## config.mk

```make
export PLATFORM = sky130hd
export DESIGN_NAME = pipeline_hazard_control
export DESIGN_NICKNAME = d
export VERILOG_FILES = /design/src/rtl/pipeline_pkg.sv /design/src/rtl/pipeline_scoreboard.sv /design/src/rtl/pipeline_hazard_control.sv
export SDC_FILE = /design/constraint.sdc
export NUM_CORES = 1
export LEC_CHECK = 0
export ABC_AREA = 1
export CORE_MARGIN = 5
export CORE_UTILIZATION = 51
export DETAILED_ROUTE_END_ITERATION = 6
export GPL_ROUTABILITY_DRIVEN = 0
export PLACE_DENSITY_LB_ADDON = 0.15
export SYNTH_ARGS = -nofsm -noshare
export SYNTH_HDL_FRONTEND = slang
export SYNTH_SLANG_ARGS = --single-unit
```

## constraint.sdc

```tcl
create_clock -name clock -period 1.95 [get_ports clock]
set_input_delay 0.39 -clock clock [delete_from_list [all_inputs] [get_ports clock]]
set_output_delay 0.39 -clock clock [all_outputs]
set_load 0.01 [all_outputs]
```

## src/rtl/pipeline_pkg.sv

```systemverilog
// Opcode constants, scoreboard entry type and opcode-class helpers shared by
// the hazard controller and its scoreboard.
package pipeline_pkg;

   localparam logic [6:0] OPC_LOAD   = 7'b0000011;
   localparam logic [6:0] OPC_OP_IMM = 7'b0010011;
   localparam logic [6:0] OPC_AUIPC  = 7'b0010111;
   localparam logic [6:0] OPC_STORE  = 7'b0100011;
   localparam logic [6:0] OPC_OP     = 7'b0110011;
   localparam logic [6:0] OPC_LUI    = 7'b0110111;
   localparam logic [6:0] OPC_BRANCH = 7'b1100011;
   localparam logic [6:0] OPC_JALR   = 7'b1100111;
   localparam logic [6:0] OPC_JAL    = 7'b1101111;

   // Scoreboard rd field is sized for the widest supported register address.
   localparam int SB_RD_W = 8;

   typedef enum logic {
      BM_STALL      = 1'b0,
      BM_PREDICT_NT = 1'b1
   } branch_mode_e;

   typedef enum logic {
      ST_IDLE         = 1'b0,
      ST_WAIT_RESOLVE = 1'b1
   } ctrl_state_e;

   typedef struct packed {
      logic               valid;
      logic [SB_RD_W-1:0] rd;
      logic               is_load;
      logic               is_ctrl;
   } sb_entry_t;

   function automatic logic uses_rs1(input logic [6:0] op);
      case (op)
         OPC_LOAD, OPC_OP_IMM, OPC_STORE, OPC_OP, OPC_BRANCH, OPC_JALR: return 1'b1;
         default: return 1'b0;
      endcase
   endfunction

   function automatic logic uses_rs2(input logic [6:0] op);
      case (op)
         OPC_STORE, OPC_OP, OPC_BRANCH: return 1'b1;
         default: return 1'b0;
      endcase
   endfunction

   function automatic logic writes_rd(input logic [6:0] op);
      case (op)
         OPC_LOAD, OPC_OP_IMM, OPC_AUIPC, OPC_OP, OPC_LUI, OPC_JAL, OPC_JALR: return 1'b1;
         default: return 1'b0;
      endcase
   endfunction

   function automatic logic is_ctrl(input logic [6:0] op);
      case (op)
         OPC_BRANCH, OPC_JAL, OPC_JALR: return 1'b1;
         default: return 1'b0;
      endcase
   endfunction

   function automatic logic is_load(input logic [6:0] op);
      return op == OPC_LOAD;
   endfunction

endpackage

```

## src/rtl/pipeline_scoreboard.sv

```systemverilog
// In-flight destination tracker (entry 0 = EX) and RAW compare against decode.
// PIPELINE_FORWARDING_EN: only a load in entry 0 can cause a hazard.
module pipeline_scoreboard
   import pipeline_pkg::*;
#(
   parameter int WB_DISTANCE = 3,
   parameter int REG_ADDR_W  = 5
) (
   input  logic                  clock,
   input  logic                  reset,
   input  logic                  advance_i,
   input  logic                  push_i,
   input  logic [REG_ADDR_W-1:0] push_rd_i,
   input  logic                  push_load_i,
   input  logic                  push_ctrl_i,
   input  logic                  check_i,
   input  logic [REG_ADDR_W-1:0] rs1_i,
   input  logic [REG_ADDR_W-1:0] rs2_i,
   input  logic                  use_rs1_i,
   input  logic                  use_rs2_i,
   output logic                  hazard_o
);

   sb_entry_t sb_q [WB_DISTANCE];
   sb_entry_t push_entry;
   logic      hazard;

   // rd of x0 is recorded as zero, so it can never match below.
   function automatic logic hits(input sb_entry_t e);
      return e.valid && (e.rd != '0) &&
             ((use_rs1_i && (e.rd == SB_RD_W'(rs1_i))) ||
              (use_rs2_i && (e.rd == SB_RD_W'(rs2_i))));
   endfunction

   always_comb begin
      push_entry         = '0;
      push_entry.valid   = push_i;
      push_entry.rd      = push_i ? SB_RD_W'(push_rd_i) : '0;
      push_entry.is_load = push_i & push_load_i;
      push_entry.is_ctrl = push_i & push_ctrl_i;
   end

   always_ff @(posedge clock) begin
      if (reset) begin
         for (int i = 0; i < WB_DISTANCE; i++) begin
            sb_q[i] <= '0;
         end
      end else if (advance_i) begin
         sb_q[0] <= push_entry;
         for (int i = 1; i < WB_DISTANCE; i++) begin
            sb_q[i] <= sb_q[i-1];
         end
      end
   end

   always_comb begin
      hazard = 1'b0;
`ifdef PIPELINE_FORWARDING_EN
      hazard = sb_q[0].is_load && hits(sb_q[0]);
`else
      for (int i = 0; i < WB_DISTANCE; i++) begin
         if (hits(sb_q[i])) begin
            hazard = 1'b1;
         end
      end
`endif
   end

   assign hazard_o = check_i & hazard;

endmodule

```

## src/rtl/pipeline_hazard_control.sv

```systemverilog
// Decode-side pipeline controller: PC/IF-ID/ID-EX enables from RAW hazards,
// control-transfer policy (stall-until-resolve or predict-not-taken) and mem stalls.
module pipeline_hazard_control
   import pipeline_pkg::*;
#(
   parameter int WB_DISTANCE   = 3,
   parameter int REG_ADDR_W    = 5,
   parameter int BRANCH_MODE   = 0,
   parameter int RESOLVE_STAGE = 0
) (
   input  logic                  clock,
   input  logic                  reset,
   input  logic                  id_valid,
   input  logic [6:0]            id_opcode,
   input  logic [REG_ADDR_W-1:0] id_rs1,
   input  logic [REG_ADDR_W-1:0] id_rs2,
   input  logic [REG_ADDR_W-1:0] id_rd,
   input  logic                  ex_resolve,
   input  logic                  ex_redirect,
   input  logic                  mem_stall,
   output logic                  pc_write_enable,
   output logic                  fetch_enable,
   output logic                  flush,
   output logic                  issue,
   output logic                  bubble,
   output logic                  raw_hazard,
   output logic                  ctrl_error
);

   localparam branch_mode_e MODE = (BRANCH_MODE == 1) ? BM_PREDICT_NT : BM_STALL;
   localparam int CNT_W = $clog2(WB_DISTANCE + 2) + 1;
   localparam logic [CNT_W-1:0] WAIT_LIMIT = CNT_W'(RESOLVE_STAGE + 1);

   ctrl_state_e           state_q;
   logic [CNT_W-1:0]      wait_cnt_q;
   logic                  ctrl_error_q;

   logic                  redirect;
   logic                  use_rs1;
   logic                  use_rs2;
   logic                  sb_hazard;
   logic [REG_ADDR_W-1:0] push_rd;

   logic                  pc_we_d;
   logic                  fetch_d;
   logic                  flush_d;
   logic                  issue_d;
   logic                  bubble_d;
   logic                  raw_d;

   // ex_redirect alone carries no meaning.
   assign redirect = ex_resolve & ex_redirect;
   assign use_rs1  = id_valid & uses_rs1(id_opcode);
   assign use_rs2  = id_valid & uses_rs2(id_opcode);
   assign push_rd  = writes_rd(id_opcode) ? id_rd : '0;

   pipeline_scoreboard #(
      .WB_DISTANCE (WB_DISTANCE),
      .REG_ADDR_W  (REG_ADDR_W)
   ) u_scoreboard (
      .clock       (clock),
      .reset       (reset),
      .advance_i   (!mem_stall),
      .push_i      (issue_d),
      .push_rd_i   (push_rd),
      .push_load_i (is_load(id_opcode)),
      .push_ctrl_i (is_ctrl(id_opcode)),
      .check_i     (id_valid),
      .rs1_i       (id_rs1),
      .rs2_i       (id_rs2),
      .use_rs1_i   (use_rs1),
      .use_rs2_i   (use_rs2),
      .hazard_o    (sb_hazard)
   );

   always_comb begin
      pc_we_d  = 1'b0;
      fetch_d  = 1'b0;
      flush_d  = 1'b0;
      issue_d  = 1'b0;
      bubble_d = 1'b0;
      raw_d    = 1'b0;
      if (reset) begin
         flush_d  = 1'b1;
         bubble_d = 1'b1;
      end else if (!mem_stall) begin
         if (redirect) begin
            // Kills whatever sits in decode, including a hazard-stalled instruction.
            pc_we_d  = 1'b1;
            fetch_d  = 1'b1;
            flush_d  = 1'b1;
            bubble_d = 1'b1;
         end else if (state_q == ST_WAIT_RESOLVE) begin
            bubble_d = 1'b1;
            if (ex_resolve) begin
               pc_we_d = 1'b1;
               fetch_d = 1'b1;
            end
         end else if (sb_hazard) begin
            bubble_d = 1'b1;
            raw_d    = 1'b1;
         end else begin
            pc_we_d  = 1'b1;
            fetch_d  = 1'b1;
            issue_d  = id_valid;
            bubble_d = !id_valid;
         end
      end
   end

   // Control-transfer FSM; a mem stall freezes state, counter and error.
   always_ff @(posedge clock) begin
      if (reset) begin
         state_q      <= ST_IDLE;
         wait_cnt_q   <= '0;
         ctrl_error_q <= 1'b0;
      end else if (!mem_stall) begin
         if (redirect) begin
            state_q    <= ST_IDLE;
            wait_cnt_q <= '0;
         end else begin
            case (state_q)
               ST_IDLE: begin
                  if ((MODE == BM_STALL) && issue_d && is_ctrl(id_opcode)) begin
                     state_q    <= ST_WAIT_RESOLVE;
                     wait_cnt_q <= '0;
                  end
               end
               ST_WAIT_RESOLVE: begin
                  if (ex_resolve) begin
                     state_q    <= ST_IDLE;
                     wait_cnt_q <= '0;
                  end else if (wait_cnt_q >= WAIT_LIMIT) begin
                     ctrl_error_q <= 1'b1;
                     state_q      <= ST_IDLE;
                     wait_cnt_q   <= '0;
                  end else begin
                     wait_cnt_q <= wait_cnt_q + CNT_W'(1);
                  end
               end
               default: begin
                  state_q    <= ST_IDLE;
                  wait_cnt_q <= '0;
               end
            endcase
         end
      end
   end

   assign pc_write_enable = pc_we_d;
   assign fetch_enable    = fetch_d;
   assign flush           = flush_d;
   assign issue           = issue_d;
   assign bubble          = bubble_d;
   assign raw_hazard      = raw_d;
   assign ctrl_error      = ctrl_error_q;

endmodule
```

==> results of run 1 <==
## area by class of cell
cell class                 instances  area, um2  area share
multi-input combinational        154        956       0.388
sequential                        24        661       0.268
timing repair buffer              73        617       0.250
inverter                          39        146      0.0594
tap                               46       57.6      0.0234
clock buffer                       3       22.5     0.00914
clock inverter                     1       3.75     0.00152
## synthesized netlist by cell type
cell type and n:
nor2_4 1, buf_4 1, nor4_1 1, nor2_2 5
nor3_1 1, a211oi_1 1, nand2_4 4, inv_2 1
nand2_1 35, edfxtp_1 18, nand4_4 1, or2_0 1
nor2_1 38, xor2_1 10, inv_1 38, a21oi_1 6
nand3b_1 1, or2_1 1, ha_1 3, xnor2_1 16
clkbuf_1 1, o21ai_0 3, nand3_1 15, dfxtp_1 6
and3_1 1, nand3_2 2, o41ai_1 1, o21ai_4 1
nand4_1 5, nor3_2 1
## tightest hold or removal path, stage by stage, from the launching register on
cell and delay, ns:
dfxtp_1 0.34, nand2_1 0.06, nor2_1 0.03
## final timing paths
check                           start                       to  slack, ns  depth (start not counted)
max          u_scoreboard.sb_q[0][13]                   bubble      -0.33                         12
min                     wait_cnt_q[3]            wait_cnt_q[3]       0.46                          2
max reg2reg  u_scoreboard.sb_q[0][13]  u_scoreboard.sb_q[0][6]       0.06                         13
min reg2reg             wait_cnt_q[3]            wait_cnt_q[3]       0.46                          2
## state kept, by name (all words and copies together) (netlist names)
signal             cells
ctrl_error             1
wait_cnt_q             4
state_q                1
u_scoreboard.sb_q     18
## placed cells by master, fill, tap and decap left out, types with 2 or more instances in the layout
cell type	synthesis	final
dfxtp_1	6	6
nand3_1	15	11
buf_6	0	3
nand4_1	5	5
a21oi_1	6	4
o21ai_0	3	2
clkbuf_4	0	3
nor2_2	5	8
ha_1	3	3
dlygate4sd2_1	0	10
nand2_1	35	33
xor2_1	10	10
nand2_4	4	4
buf_4	1	36
edfxtp_1	18	18
buf_2	0	4
xnor2_1	16	15
nor3_2	1	2
clkdlybuf4s50_1	0	18
inv_1	38	33
a21oi_2	0	2
nand3_2	2	6
inv_2	1	6
nand2_2	0	2
nor2_1	38	35
## kinds of logic after synthesis
family                     share of synthesized area
buffers and inverters                         0.0918
xor gates and xnor gates                       0.133
adders and majority gates                     0.0219
AOI/OAI and AO/OA                             0.0452
DFF                                            0.385
and+or+nand+nor                                0.324
## repair_timing
| item | in CTS | in global routing |
|---|---|---|
| pin swaps | 12 | 13 |
| buffers inserted | 3 | 4 |
| gates cloned | 0 | 0 |
| setup endpoints to repair | 6 | 15 |
| gates resized for setup | 39 | 17 |
## metrics by stage
stage,instance area [um2],setup WS [ns]
3_5_place_dp,2360,-0.794
4_1_cts,2400,-0.331
2_1_floorplan,1720,0.0710
5_1_grt,2460,-0.450
3_3_place_gp,2360,-0.777
6_report,2460,-0.332
## layer usage
metal,vias to the layer above,share of wire,track usage
li1,840,-,-
met5,-,0,0
met1,701,0.46,0.215
met4,0,0.0097,0.0447
met3,4,0.044,0.0213
met2,32,0.49,0.294
## power breakdown
part           switching, mW  internal [mW]  total (mW)
registers             0.0227          0.573       0.596
logic                  0.139          0.156       0.294
clock network          0.141         0.0747       0.216
total                  0.302          0.804        1.11
==> impl_metrics.csv, run 1 <==
group,metric,value,unit
cells_and_area,drive_gt1_frac,0.282,
clock_network,cts_made_buffers,3,
setup_path,cp_max_fo,3,
clock_network,htreeDepth,1,
floorplanning,die_w,68.0,um
detailed_routing,viasPerCell,4.64,
global_routing,grt_first_pass_wirelength,5.89,mm
detailed_routing,postRouteAntennaNets,0,
global_routing,track_usage,0.167,
logic_synthesis,synth_area_leaders,"edfxtp_1, inv_1, nor2_1",
timing,setup_viol,5,
clock_network,cts_sinks,24,
detailed_routing,drtIter0Drc,79,
clock_network,holdBufCountCts,0,
detailed_routing,drc,0,
setup_path,crit_chain,"buf_4 -> xnor2_2 -> nand2_1 -> nor2_1 -> nand3_1 -> nand3_2 -> nand2_4 -> nand2_4 -> buf_4 -> o21ai_2 -> inv_1 -> buf_2",
place,hpwl,2.88,mm
logic_synthesis,synth_top_area_frac,0.315,
power_and_ir_drop,powerDensity,449,nW/um2
setup_path,worst-path-buf-inv,4,
detailed_routing,detail_route.wl_per_cell,10.9,um
timing,hold_viol,0,
floorplanning,die_area,4630,um2
timing,fin_ws,-0.332,ns
global_routing,antenna_found_initial,0,
power_and_ir_drop,ir_worst_vdd,290,uV
flow_run,max_cap_violations,0,
timing,rsz0062_at_grt,"true",
cells_and_area,fill_cells,276,
logic_synthesis,synth_top_area_cell,"edfxtp_1",
global_routing,grt_pass1_vias,1432,
cells_and_area,final_cells,340,
run_status,status,"complete, but fails checks",
hold_path,hold_path.class,"flop to flop",
timing,max_freq,438,MHz
timing,slew_headroom,0.778,
clock_network,clock_latency,0.31,ns
timing,fin_crit,2.28,ns
floorplanning,coreArea,3310,um2
logic_synthesis,synth_seq_area_share,0.385,
timing,worst_pin_slew,0.330,ns
cells_and_area,antenna_cells,0,
logic_synthesis,netlist_area,1720,um2
power_and_ir_drop,power,1.11,mW
timing,post-route-period-util,1.17,
setup_path,crit_family,"buffers and inverters",
place,port_buffers,34,
cells_and_area,utilization,0.744,
floorplanning,die_h,68.0,um
cells_and_area,area_growth,43.4,%
floorplanning,ios,35,
logic_synthesis,synth_nets,250,
floorplanning,rows,21,
clock_network,cts_tree,"built",
logic_synthesis,syn_inst,219,
global_routing,grt_max_degree,19,
setup_path,crit_type,"flop to output pin",
clock_network,cts_buffer_depth,2,
setup_path,cp_slowest_cell,"edfxtp_1",
setup_path,required,1.56,ns
timing,setup_tns,-1.59,ns
setup_path,cp-start-kind,"flop",
setup_path,arrival,1.89,ns
setup_path,slowest_delay,0.42,ns
logic_synthesis,synth_seq_cells,24,
place,dp_cells,330,
floorplanning,start_util,0.519,
timing,hold_slack,0.460,ns
detailed_routing,vias,1577,
power_and_ir_drop,leakage,1.18,nW
setup_path,crit_path_end_kind,"output pin",
timing,final.setup_skew,0.00284,ns
timing,slew_violations,0,
logic_synthesis,yosysWarnings,0,
detailed_routing,firstDrtPassIters,4,
detailed_routing,routed_wirelength,3.71,mm
logic_synthesis,synth.avg_cell_area,7.84,um2
global_routing,overflow,0,
clock_network,clk_pin_slew,0.12,ns
run_status,violations,"negative setup slack",
logic_synthesis,synthDistinctLibCells,30,
clock_network,cts_root_buf,"clkbuf_4",
cells_and_area,final_nets,326,
Note: power is estimated with default switching activity, not from simulation.
==> run 2, diff against run 1 <==
--- a/config.mk
+++ b/config.mk
@@ -10,7 +10,9 @@
 export CORE_UTILIZATION = 51
 export DETAILED_ROUTE_END_ITERATION = 6
 export GPL_ROUTABILITY_DRIVEN = 0
-export PLACE_DENSITY_LB_ADDON = 0.15
+export HOLD_SLACK_MARGIN = 0.15
+export PLACE_DENSITY = 0.78
+export SKIP_CTS_REPAIR_TIMING = 1
 export SYNTH_ARGS = -nofsm -noshare
 export SYNTH_HDL_FRONTEND = slang
 export SYNTH_SLANG_ARGS = --single-unit
==> run 2 against run 1 <==
  * Cell area shrank 1.1%
  * Utilization shrank 0.83 points
  * Global-route usage grew 1.5 points
  * Cell count shrank 1.8%
  * The flow still finishes with violations (negative setup slack)
  * Highest routed layer unchanged
  * Clock power grew 69%
  * Non-clock buffer count shrank 6
  * Worst setup slack lost 0.10 ns
  * Die area is the same
  * Power grew 13%
  * Hold slack is essentially flat
  * Clock skew is essentially flat
==> impl_metrics.csv, run 2 (synthesis gave the netlist of run 1 again) <==
group,metric,value,unit
run_status,status,"complete, but fails checks",
run_status,violations,"negative setup slack",
timing,max_freq,420,MHz
place,hpwl,3.16,mm
place,port_buffers,34,
detailed_routing,postRouteAntennaNets,0,
global_routing,grt_max_degree,19,
setup_path,crit_path_end_kind,"output pin",
setup_path,slowest_delay,0.50,ns
setup_path,crit_family,"simple AND/OR/NAND/NOR gates",
timing,final.setup_skew,0.00328,ns
setup_path,arrival,1.99,ns
cells_and_area,largestRegisters,"u_scoreboard.sb_q: 18 flops, wait_cnt_q: 4 flops",
cells_and_area,final_common_cell,"inv_1",
cells_and_area,area_growth,41.8,%
global_routing,grt_pass1_vias,1478,
timing,setup_tns,-1.99,ns
clock_network,clock_latency,0.32,ns
floorplanning,ios,35,
cells_and_area,fill_cells,247,
global_routing,track_usage,0.182,
floorplanning,die_h,68.0,um
setup_path,crit_path_frequent_cell,"nand2_4",
timing,hold_viol,0,
cells_and_area,ff_latch_area,661,um2
global_routing,antenna_found_initial,0,
detailed_routing,drtIter0Drc,123,
clock_network,cts_tree,"built",
power_and_ir_drop,leakage,1.23,nW
cells_and_area,drive_gt1_frac,0.222,
cells_and_area,largest_register,"u_scoreboard.sb_q",
timing,post-route-period-util,1.22,
clock_network,htreeDepth,1,
setup_path,crit_type,"input port to output pin",
clock_network,cts_root_buf,"clkbuf_4",
clock_network,clk_pin_slew,0.13,ns
cells_and_area,antenna_cells,0,
setup_path,cp_max_fo,3,
cells_and_area,utilization,0.736,
clock_network,cts_sinks,24,
floorplanning,die_area,4630,um2
floorplanning,rows,21,
setup_path,cp-start-kind,"input port",
timing,setup_viol,6,
clock_network,cts_buffer_depth,2,
cells_and_area,largest_register_ffs,18,
flow_run,max_cap_violations,0,
floorplanning,die_w,68.0,um
setup_path,crit_chain,"clkdlybuf4s50_1 -> xor2_1 -> nor2_1 -> nand3_1 -> nand3_2 -> nand2_4 -> nand2_4 -> nand2_2 -> a21oi_2 -> nor2_2 -> buf_2",
detailed_routing,firstDrtPassIters,4,
global_routing,grt_first_pass_wirelength,6.30,mm
cells_and_area,final_cells,334,
setup_path,cp_slowest_cell,"clkdlybuf4s50_1",
setup_path,required,1.56,ns
timing,fin_ws,-0.432,ns
floorplanning,coreArea,3310,um2
detailed_routing,detail_route.wl_per_cell,12.3,um
power_and_ir_drop,power,1.25,mW
detailed_routing,vias,1625,
floorplanning,start_util,0.519,
cells_and_area,final_nets,320,
detailed_routing,routed_wirelength,4.10,mm
timing,fin_crit,2.38,ns
cells_and_area,most-common-layout-cells,"inv_1, nor2_1, nand2_1",
power_and_ir_drop,powerDensity,513,nW/um2
global_routing,overflow,0,
clock_network,cts_made_buffers,3,
detailed_routing,viasPerCell,4.87,
power_and_ir_drop,ir_worst_vdd,274,uV
cells_and_area,multi_input_area,921,um2
setup_path,worst-path-buf-inv,2,
timing,slew_violations,0,
timing,slew_headroom,0.749,
hold_path,hold_path.class,"flop to flop",
place,dp_slack,-0.834,ns
place,dp_cells,328,
timing,worst_pin_slew,0.373,ns
detailed_routing,drc,0,
timing,rsz0062_at_grt,"true",
-- run 2: changes by cell type in the layout (fill, tap and decap cells not counted), sizes merged --
cell / previous run / this run
clkbuf: 4 / 5
dlygate4sd2: 10 / 0
clkdlybuf4s50: 18 / 19
buf: 44 / 36
dlymetal6s2s: 0 / 10
bufinv: 0 / 1
clkinv: 1 / 0
-- run 2: area by class of cell --
class,instances,share of cell area
Inverter,39,0.0601
Tap cell,46,0.0236
Multi-Input combinational cell,154,0.378
Sequential cell,24,0.271
Clock inverter,1,0.0123
Timing Repair Buffer,67,0.246
Clock buffer,3,0.00924
-- run 2: through the flow --
step | area (um2) | hold slack (ns)
final | 2440 | 0.460
after global routing | 2440 | 0.472
after CTS | 2390 | 0.460
after detailed placement | 2340 | 0.440
after global placement | 2340 | 0.429
after floorplan | 1720 | 0.417
-- run 2: final timing paths --
kind,endpoint,slack (ns),from,depth (start not counted)
max,pc_write_enable,-0.43,id_rs1[2],11
min,wait_cnt_q[3],0.46,wait_cnt_q[3],2
max reg2reg,wait_cnt_q[2],0.06,u_scoreboard.sb_q[0][25],14
min reg2reg,wait_cnt_q[3],0.46,wait_cnt_q[3],2
-- run 2: power breakdown --
| part | switching [mW] | internal (mW) |
|---|---|---|
| logic | 0.137 | 0.152 |
| registers | 0.0236 | 0.573 |
| clock network | 0.156 | 0.208 |
| total | 0.316 | 0.933 |
-- run 2: worst register-to-register path: cells and delay by family (launching register included) --
kind	cells	cell delay [ns]
AO/OA/AOI/OAI	1	0.17
AND/OR/NAND/NOR	10	0.83
flip-flops	1	0.47
buffers and inverters	3	0.35
-- run 2: metal layers --
metal / track usage / vias to the layer above / wire length, um
met4: 0.0819 / 0 / 85
met2: 0.325 / 56 / 2030
met3: 0.0197 / 6 / 264
li1: - / 828 / -
met1: 0.218 / 735 / 1730
met5: 0 / - / 0
==> run 3, diff against run 2 <==
--- a/config.mk
+++ b/config.mk
@@ -10,6 +10,7 @@
 export CORE_UTILIZATION = 51
 export DETAILED_ROUTE_END_ITERATION = 6
 export GPL_ROUTABILITY_DRIVEN = 0
+export GPL_TIMING_DRIVEN = 0
 export HOLD_SLACK_MARGIN = 0.15
 export PLACE_DENSITY = 0.78
 export SKIP_CTS_REPAIR_TIMING = 1
==> run 3 against run 2 <==
  * Largest power group unchanged
  * Critical endpoint unchanged
  * Clock power barely moved
  * Combinational power fell by 12%
  * Wire length fell by 17%
  * Global-route usage fell by 2.6 points
  * Utilization fell by 4.4 points
  * The flow still finishes with violations (negative setup slack)
  * Worst setup slack got worse by 0.060 ns
  * First-iteration DRC count fell by 40%
  * Sequential power barely moved
  * Critical path depth rose by 2
  * Via count fell by 9.3%
  * Flip-flop and latch count did not move
==> impl_metrics.csv, run 3 (synthesis gave the netlist of run 1 again) <==
group,metric,value,unit
timing,post-route-period-util,1.25,
detailed_routing,firstDrtPassIters,4,
setup_path,arrival,2.05,ns
place,hpwl,2.69,mm
power_and_ir_drop,internal_power,911,uW
global_routing,antenna_found_initial,0,
cells_and_area,largestRegisters,"u_scoreboard.sb_q: 18 flops, wait_cnt_q: 4 flops",
power_and_ir_drop,switchingPower,301,uW
timing,final.setup_skew,0.00537,ns
detailed_routing,postRouteAntennaNets,0,
cells_and_area,largest_register_ffs,18,
power_and_ir_drop,ir_worst_vdd,311,uV
run_status,status,"complete, but fails checks",
global_routing,grt_pass1_vias,1342,
cells_and_area,antenna_cells,0,
floorplanning,die_w,68.0,um
global_routing,grt_first_pass_wirelength,5.53,mm
setup_path,required,1.56,ns
power_and_ir_drop,clkPwrFrac,0.298,
timing,max_freq,409,MHz
timing,fin_ws,-0.492,ns
clock_network,clock_latency,0.32,ns
cells_and_area,drive_gt1_frac,0.154,
global_routing,grt_max_degree,20,
place,place_area,2120,um2
timing,fin_crit,2.44,ns
power_and_ir_drop,swShare,0.248,
place,dp_cells,299,
clock_network,htreeDepth,1,
clock_network,cts_buffer_depth,2,
timing,setup_viol,5,
power_and_ir_drop,p_seq_frac,0.492,
timing,slew_headroom,0.675,
floorplanning,die_h,68.0,um
flow_run,max_cap_violations,0,
floorplanning,die_area,4630,um2
floorplanning,coreArea,3310,um2
detailed_routing,detail_route.wl_per_cell,11.0,um
clock_network,clk_pin_slew,0.13,ns
cells_and_area,area_growth,33.4,%
timing,hold_viol,0,
power_and_ir_drop,comb_power_share,0.209,
clock_network,cts_root_buf,"clkbuf_4",
detailed_routing,viasPerCell,4.72,
cells_and_area,fill_cells,271,
cells_and_area,most-common-layout-cells,"inv_1, nor2_1, nand2_1",
floorplanning,ios,35,
floorplanning,start_util,0.519,
timing,rsz0062_at_grt,"true",
global_routing,overflow,0,
clock_network,cts_tree,"built",
floorplanning,rows,21,
setup_path,crit_path_end_kind,"output pin",
run_status,violations,"negative setup slack",
hold_path,hold_path.class,"flop to flop",
setup_path,cp-start-kind,"input port",
setup_path,cp_max_fo,3,
cells_and_area,final_cells,312,
power_and_ir_drop,powerDensity,529,nW/um2
cells_and_area,largest_register,"u_scoreboard.sb_q",
setup_path,crit_type,"input port to output pin",
clock_network,cts_made_buffers,3,
detailed_routing,routed_wirelength,3.42,mm
cells_and_area,final_nets,298,
cells_and_area,utilization,0.692,
cells_and_area,stdcell_area,2290,um2
detailed_routing,vias,1474,
timing,slew_violations,0,
place,port_buffers,34,
timing,worst_pin_slew,0.483,ns
global_routing,track_usage,0.156,
clock_network,cts_sinks,24,
detailed_routing,drtIter0Drc,74,
detailed_routing,drc,0,
power_and_ir_drop,leakage,1.14,nW
==> run 3: metal layers <==
| layer | part of all wire | GRT usage | vias to the layer above |
|---|---|---|---|
| met4 | 0.0059 | 0.0521 | 0 |
| met1 | 0.46 | 0.206 | 650 |
| met3 | 0.058 | 0.0213 | 3 |
| met5 | 0 | 0 | - |
| met2 | 0.48 | 0.262 | 39 |
| li1 | - | - | 782 |
==> run 3: path summary, 6_finish.rpt <==
kind                                               start                 endpoint  slack (ns)  cells after the start
worst max-delay path                           id_rs2[4]          pc_write_enable       -0.49                     13
worst min-delay path                       wait_cnt_q[3]            wait_cnt_q[3]        0.46                      2
worst max register to register  u_scoreboard.sb_q[0][25]  u_scoreboard.sb_q[0][3]        0.03                     13
worst min register to register             wait_cnt_q[3]            wait_cnt_q[3]        0.46                      2
==> run 3: worst max-delay path, stage by stage <==
cell and delay, ns:
clkdlybuf4s50_1 0.55, xnor2_1 0.14, nand3_1 0.09, nor2_1 0.10
nand2_1 0.06, nand3_2 0.11, nand2_4 0.07, nand2_4 0.07
nand2_2 0.05, a21oi_2 0.14, nor2_2 0.05, buf_4 0.13
buf_6 0.11
==> run 3: final cells by class <==
class / count / area [um2] / area share
tap: 46 / 57.6 / 0.0251
sequential: 24 / 661 / 0.288
buffer: 2 / 11.3 / 0.00492
clock inverter: 1 / 30.0 / 0.0131
inverter: 39 / 150 / 0.0655
multi-input combinational: 154 / 922 / 0.403
timing repair buffer: 43 / 437 / 0.191
clock buffer: 3 / 22.5 / 0.00983
==> run 3: power by group through the flow <==
stage | logic [mW] | registers, mW | clock network (mW)
after floorplan | 0.137 | 0.603 | 0
after global placement | 0.240 | 0.607 | 0
after detailed placement | 0.244 | 0.608 | 0
after CTS | 0.246 | 0.596 | 0.365
after global routing | 0.287 | 0.599 | 0.387
final | 0.254 | 0.596 | 0.362
==> run 3: stage by stage <==
step	power, mW	TNS, ns	setup slack [ns]	hold slack, ns
detailed placement	0.852	-6.85	-0.948	0.441
floorplan	0.740	0	0.0710	0.417
global route	1.27	-3.47	-0.674	0.490
CTS	1.21	-4.42	-0.961	0.461
finish	1.21	-2.04	-0.492	0.460
global placement	0.847	-6.82	-0.957	0.434
